`config.mk`:
```
export PLATFORM = sky130hd
export DESIGN_NAME = multicycle_sequencer
export DESIGN_NICKNAME = d
export VERILOG_FILES = /design/src/rtl/leg_ctrl_pkg.sv /design/src/rtl/leg_opclass.sv /design/src/rtl/multicycle_sequencer.sv
export SDC_FILE = /design/constraint.sdc
export NUM_CORES = 1
export LEC_CHECK = 0
export CORE_ASPECT_RATIO = 2
export CORE_UTILIZATION = 41
export DETAILED_ROUTE_END_ITERATION = 10
export GPL_TIMING_DRIVEN = 0
export PLACE_DENSITY = 0.68
export SLEW_MARGIN = 0
export SYNTH_ARGS = -nofsm -noshare
export SYNTH_HDL_FRONTEND = slang
export SYNTH_SLANG_ARGS = --single-unit
```
`constraint.sdc`:
```
create_clock -name clk -period 4.7 [get_ports clk]
set_clock_uncertainty 0.2 [all_clocks]
set_input_delay 0.94 -clock clk [delete_from_list [all_inputs] [get_ports clk]]
set_output_delay 0.94 -clock clk [all_outputs]
set_load 0.02 [all_outputs]
```
`src/rtl/leg_ctrl_pkg.sv`:
```
// Shared definitions for the LEGv8 multi-cycle control path.
// Holds the FSM state encodings, the instruction class enum, opcode match
// constants/masks and the ALUOp codes handed to alu_control.
package leg_ctrl_pkg;

    // FSM states; codes 5 and 6 are unused and treated as faults
    typedef enum logic [2:0] {
        ST_FETCH  = 3'd0,
        ST_DECODE = 3'd1,
        ST_EXEC   = 3'd2,
        ST_MEM    = 3'd3,
        ST_WB     = 3'd4,
        ST_FAULT  = 3'd7
    } state_e;

    typedef enum logic [2:0] {
        CL_NONE    = 3'd0,
        CL_R       = 3'd1,
        CL_LDUR    = 3'd2,
        CL_STUR    = 3'd3,
        CL_CBZ     = 3'd4,
        CL_B       = 3'd5,
        CL_ILLEGAL = 3'd6
    } opclass_e;

    // Opcode field is IR[31:21]
    localparam logic [10:0] OP_ADD  = 11'b10001011000;
    localparam logic [10:0] OP_SUB  = 11'b11001011000;
    localparam logic [10:0] OP_AND  = 11'b10001010000;
    localparam logic [10:0] OP_ORR  = 11'b10101010000;
    localparam logic [10:0] OP_LDUR = 11'b11111000010;
    localparam logic [10:0] OP_STUR = 11'b11111000000;

    // CBZ and B carry immediate bits inside the 11-bit field
    localparam logic [10:0] MSK_CBZ = 11'b11111111000;
    localparam logic [10:0] OP_CBZ  = 11'b10110100000;
    localparam logic [10:0] MSK_B   = 11'b11111100000;
    localparam logic [10:0] OP_B    = 11'b00010100000;

    localparam logic [1:0] ALUOP_ADD   = 2'b00;
    localparam logic [1:0] ALUOP_PASSB = 2'b01;
    localparam logic [1:0] ALUOP_FUNCT = 2'b10;

    // Wide enough for TIMEOUT up to 255
    localparam int WAIT_W = 8;

endpackage

```
`src/rtl/leg_opclass.sv`:
```
// Combinational opcode classifier.
// Ports:
//   opcode  in  11  IR[31:21]
//   opclass out 3   instruction class (opclass_e)
module leg_opclass
    import leg_ctrl_pkg::*;
(
    input  logic [10:0] opcode,
    output opclass_e    opclass
);

    always_comb begin
        opclass = CL_ILLEGAL;
        if (opcode == OP_ADD || opcode == OP_SUB ||
            opcode == OP_AND || opcode == OP_ORR)
            opclass = CL_R;
        else if (opcode == OP_LDUR)
            opclass = CL_LDUR;
        else if (opcode == OP_STUR)
            opclass = CL_STUR;
        else if ((opcode & MSK_CBZ) == OP_CBZ)
            opclass = CL_CBZ;
        else if ((opcode & MSK_B) == OP_B)
            opclass = CL_B;
    end

endmodule

```
`src/rtl/multicycle_sequencer.sv`:
```
// Multi-cycle control FSM for the LEGv8 datapath.
// Issues per-state control strobes, waits on imem/dmem ready handshakes with
// a timeout, counts retired instructions and traps into a sticky FAULT state.
// Ports:
//   clk, reset            clock / synchronous active-high reset
//   opcode, zero          IR[31:21] and ALU zero flag
//   imem_ready/dmem_ready memory handshakes
//   imem_req .. mem_write datapath control strobes
//   retired               retired-instruction count (wraps)
//   fault                 sticky trap indicator
//   state                 current FSM state (debug)
module multicycle_sequencer
    import leg_ctrl_pkg::*;
#(
    parameter int CNT_W   = 32,
    parameter int TIMEOUT = 255
) (
    input  logic             clk,
    input  logic             reset,
    input  logic [10:0]      opcode,
    input  logic             zero,
    input  logic             imem_ready,
    input  logic             dmem_ready,
    output logic             imem_req,
    output logic             ir_write,
    output logic             pc_write,
    output logic             pc_src,
    output logic             reg2loc,
    output logic             alu_src,
    output logic [1:0]       alu_op,
    output logic             mem_to_reg,
    output logic             reg_write,
    output logic             mem_read,
    output logic             mem_write,
    output logic [CNT_W-1:0] retired,
    output logic             fault,
    output logic [2:0]       state
);

    // Count value at which a still-missing ready becomes a fault
    localparam logic [WAIT_W-1:0] LP_TO_LAST = WAIT_W'(TIMEOUT - 1);

    state_e              r_state, w_next;
    opclass_e            r_class, w_dec_class;
    logic [WAIT_W-1:0]   r_wait;
    logic [CNT_W-1:0]    r_retired;
    logic                w_timeout;

    leg_opclass u_opclass (
        .opcode  (opcode),
        .opclass (w_dec_class)
    );

    assign w_timeout = (r_wait == LP_TO_LAST);

    // State register
    always_ff @(posedge clk) begin
        if (reset) r_state <= ST_FETCH;
        else       r_state <= w_next;
    end

    // Next-state logic; a ready in the timeout cycle takes precedence
    always_comb begin
        w_next = r_state;
        case (r_state)
            ST_FETCH: begin
                if (imem_ready)     w_next = ST_DECODE;
                else if (w_timeout) w_next = ST_FAULT;
            end
            ST_DECODE: begin
                case (w_dec_class)
                    CL_R, CL_LDUR, CL_STUR, CL_CBZ: w_next = ST_EXEC;
                    CL_B:                           w_next = ST_FETCH;
                    default:                        w_next = ST_FAULT;
                endcase
            end
            ST_EXEC: begin
                case (r_class)
                    CL_R:             w_next = ST_WB;
                    CL_LDUR, CL_STUR: w_next = ST_MEM;
                    CL_CBZ:           w_next = ST_FETCH;
                    default:          w_next = ST_FAULT;
                endcase
            end
            ST_MEM: begin
                if (dmem_ready) begin
                    if (r_class == CL_LDUR)      w_next = ST_WB;
                    else if (r_class == CL_STUR) w_next = ST_FETCH;
                    else                         w_next = ST_FAULT;
                end else if (w_timeout) begin
                    w_next = ST_FAULT;
                end
            end
            ST_WB:    w_next = ST_FETCH;
            default:  w_next = ST_FAULT;
        endcase
    end

    // Output decode. ALU controls from EXEC are repeated in MEM/WB because
    // the datapath has no ALU result register.
    always_comb begin
        imem_req   = 1'b0;
        ir_write   = 1'b0;
        pc_write   = 1'b0;
        pc_src     = 1'b0;
        reg2loc    = 1'b0;
        alu_src    = 1'b0;
        alu_op     = ALUOP_ADD;
        mem_to_reg = 1'b0;
        reg_write  = 1'b0;
        mem_read   = 1'b0;
        mem_write  = 1'b0;
        fault      = 1'b0;
        if (!reset) begin
            if (r_state == ST_EXEC || r_state == ST_MEM || r_state == ST_WB) begin
                case (r_class)
                    CL_R:    alu_op = ALUOP_FUNCT;
                    CL_LDUR, CL_STUR: begin
                        reg2loc = 1'b1;
                        alu_src = 1'b1;
                    end
                    CL_CBZ: begin
                        reg2loc = 1'b1;
                        alu_op  = ALUOP_PASSB;
                    end
                    default: ;
                endcase
            end
            case (r_state)
                ST_FETCH: begin
                    imem_req = 1'b1;
                    ir_write = imem_ready;
                end
                ST_DECODE: begin
                    if (w_dec_class == CL_B) begin
                        pc_write = 1'b1;
                        pc_src   = 1'b1;
                    end
                end
                ST_EXEC: begin
                    if (r_class == CL_CBZ) begin
                        pc_write = 1'b1;
                        pc_src   = zero;
                    end
                end
                ST_MEM: begin
                    mem_read  = (r_class == CL_LDUR);
                    mem_write = (r_class == CL_STUR);
                    pc_write  = (r_class == CL_STUR) && dmem_ready;
                end
                ST_WB: begin
                    reg_write  = 1'b1;
                    mem_to_reg = (r_class == CL_LDUR);
                    pc_write   = 1'b1;
                end
                ST_FAULT: fault = 1'b1;
                default:  ;
            endcase
        end
    end

    // Class latch, wait counter, retire counter. pc_write fires exactly once
    // per instruction, so it doubles as the retire event.
    always_ff @(posedge clk) begin
        if (reset) begin
            r_class   <= CL_NONE;
            r_wait    <= '0;
            r_retired <= '0;
        end else begin
            if (r_state == ST_DECODE) r_class <= w_dec_class;
            if (pc_write) r_retired <= r_retired + CNT_W'(1);
            if (w_next != r_state)
                r_wait <= '0;
            else if ((r_state == ST_FETCH && !imem_ready) ||
                     (r_state == ST_MEM && !dmem_ready))
                r_wait <= r_wait + WAIT_W'(1);
        end
    end

    assign retired = r_retired;
    assign state   = r_state;

endmodule
```
==> flow_summary.ini <==
[final_layout]
layout-drive-gt1-share_pct = 6.650
fin_cells = 477
multi_input_area_sq_um = 1619
antennaDiodeCount = 0
num-fill-cells = 615
nNetsFinal = 409
regArea_sq_um = 920.9
area_growth_pct = 33.80

[timing]
slew_headroom_pct = 64.83
setup_viol = 0
grt_setup_unrepaired = no
timing.final.crit_share_pct = 95.35
drv_slew = 0
worst_pin_slew_ns = 0.5220
fin_crit_ns = 4.481
timing.fmax_mhz = 223.2
hold_viol = 0
finalSetupTns_ns = 0

[clocking]
cts-root-buf = clkbuf_16
post_cts_resized = 0
numCtsBuffers = 5
clk_pin_slew_ns = 0.07
cts_tree = built
cts_buffer_depth = 2
insertion_delay_ns = 0.29
post_cts_buffers = 0
cts_hold_buf = 0
h-tree-depth = 2
cts.sinks = 46

[worst_setup_path]
ff2ff_setup_slack_ns = 2.17
worstPathArrival_ns = 3.34
required_ns = 3.56
start_kind = input port
crit_fanout = 5
worstSetupEndpointType = output pin
timing_worst_setup_path_type = input port to output pin

[power]
p_leak_nw = 1.232
powerDensity_nw_per_um2 = 420.8
ir_drop_mv = 0.3480

[detailed_routing]
post_drt_wl_per_cell_um = 14.67
wirelength_um = 6996
drc = 0
vias_per_cell = 5.428
via_count = 2589
ant_nets = 0
dr.pass1.iters = 4
drt_iter0_markers = 99

[die]
die_w_um = 58.89
core_area_sq_um = 6259
initial_core_util_pct = 42.40
die_y_um = 115.8
pin_count = 64
design.die.area_sq_um = 6818
placementRows = 41

[yosys]
synth_fp_nets = 340
synth_flop_cell = dfxtp_1
synthCells = 321
ys_top_cells_by_area = dfxtp_1 35%, xor2_1 6.6%, nor2_1 6.1%
netlist_area_sq_um = 2654
ys_warn_count = 0
synth.distinct_cells = 55
synthArstFlopShare_pct = 0
synth_common_cells = 46 x dfxtp_1, 43 x nor2_1, 21 x nand4_1
synth_top_cell_by_area = dfxtp_1
synth.most_common_cell = dfxtp_1
ys_seq_elements = 46
ys_seq_area_share_pct = 34.70
avgSynthCellArea_sq_um = 8.267
synth_edf_count = 0
synth_top_area_share_pct = 34.70

[min_path]
min_path_type = register to register

[global_routing]
antenna_found_initial = 0
gr-usage-all-layers_pct = 21.49
first_global_vias = 2478
grt_pass1_wl_um = 11320
grt_max_degree = 16
grt_overflow = 0

[flow_run]
cap_violations = 0

[place]
place.gp.congestion = 0.8844
place_inst = 469
hpwlAfterDp_um = 5429
portBuffers = 62

[outcome]
outcome = finished, final reports clean
## power breakdown
part / internal, W / switching [W] / total (W) / leakage (nW)
logic: 0.000225 / 0.000402 / 0.000627 / 0.776
registers: 0.000418 / 0.0000391 / 0.000457 / 0.372
clock network: 0.000252 / 0.000159 / 0.000411 / 0.0842
## sequential cells by signal, summed over array words and instances (netlist names)
signal,count
retired,32
state,3
r_wait,8
r_class,3
## cells by family after synthesis
group / after synthesis / synth area share (%)
and+or+nand+nor: 166 / 36.54
AOI/OAI and AO/OA: 46 / 11.74
DFF: 46 / 34.70
xor gates and xnor gates: 30 / 10.18
buffers and inverters: 27 / 4.290
muxes: 3 / 1.132
adders and majority gates: 3 / 1.415
## routing by layer
metal  vias up  global-route usage (%)  share of wire [%]
met5         -                       0                  0
met4         0                   9.683                2.7
met3        20                   3.237                3.2
met2        56                   41.74                 57
met1      1212                   21.33                 37
li1       1301                       -                  -
## critical path: stages
cell             delay [ns]
clkdlybuf4s50_1        0.46
nor3b_1                0.34
nand3_1                0.25
o221ai_2               0.40
and2_0                 0.17
buf_2                  0.16
clkdlybuf4s50_1        0.61
## cell type report
class                   count  area share (%)
well taps                  86           3.030
clock buffers               5           3.524
inverters                  11           1.163
plain buffers              16           2.044
clock inverters             3           1.233
repair buffers             62           17.48
flip-flops and latches     46           25.93
multi-input cells         248           45.60
## through the flow
step | cell area [sq um] | total power, W | setup WS [ns] | hold WS, ns | util, %
2_1_floorplan | 2654 | 0.0008941 | 1.433 | 0.3274 | -
3_3_place_gp | 3382 | 0.001083 | 0.2418 | 0.2749 | 54.04
3_5_place_dp | 3382 | 0.001087 | 0.2272 | 0.2825 | 54.04
4_1_cts | 3551 | 0.001496 | 0.2232 | 0.2919 | 56.74
5_1_grt | 3551 | 0.001572 | 0.003521 | 0.3067 | 56.74
6_report | 3551 | 0.001494 | 0.2187 | 0.2926 | 56.74
## path summary, 6_finish.rpt
kind         cells after the start          end         from
max reg2reg                      7   retired[5]     state[2]
max                              7     pc_write    opcode[5]
min reg2reg                      2  retired[31]  retired[31]
min                              2  retired[31]  retired[31]
## layout by cell type (no fill, tap or decap), types with 9 or more instances in the layout
| cell | netlist | layout |
|---|---|---|
| clkdlybuf4s50_1 | 0 | 62 |
| dfxtp_1 | 46 | 46 |
| nor2_1 | 43 | 43 |
| nand4_1 | 21 | 21 |
| xor2_1 | 20 | 20 |
| nand2_1 | 16 | 16 |
| nor3_1 | 15 | 15 |
| nand3_1 | 13 | 13 |
| a21oi_1 | 12 | 12 |
| inv_1 | 11 | 11 |
| o21ai_0 | 11 | 11 |
| clkbuf_1 | 10 | 10 |
| and3_1 | 10 | 10 |
| or3_1 | 10 | 10 |
| xnor2_1 | 9 | 9 |
(Power assumes the default switching activity.)
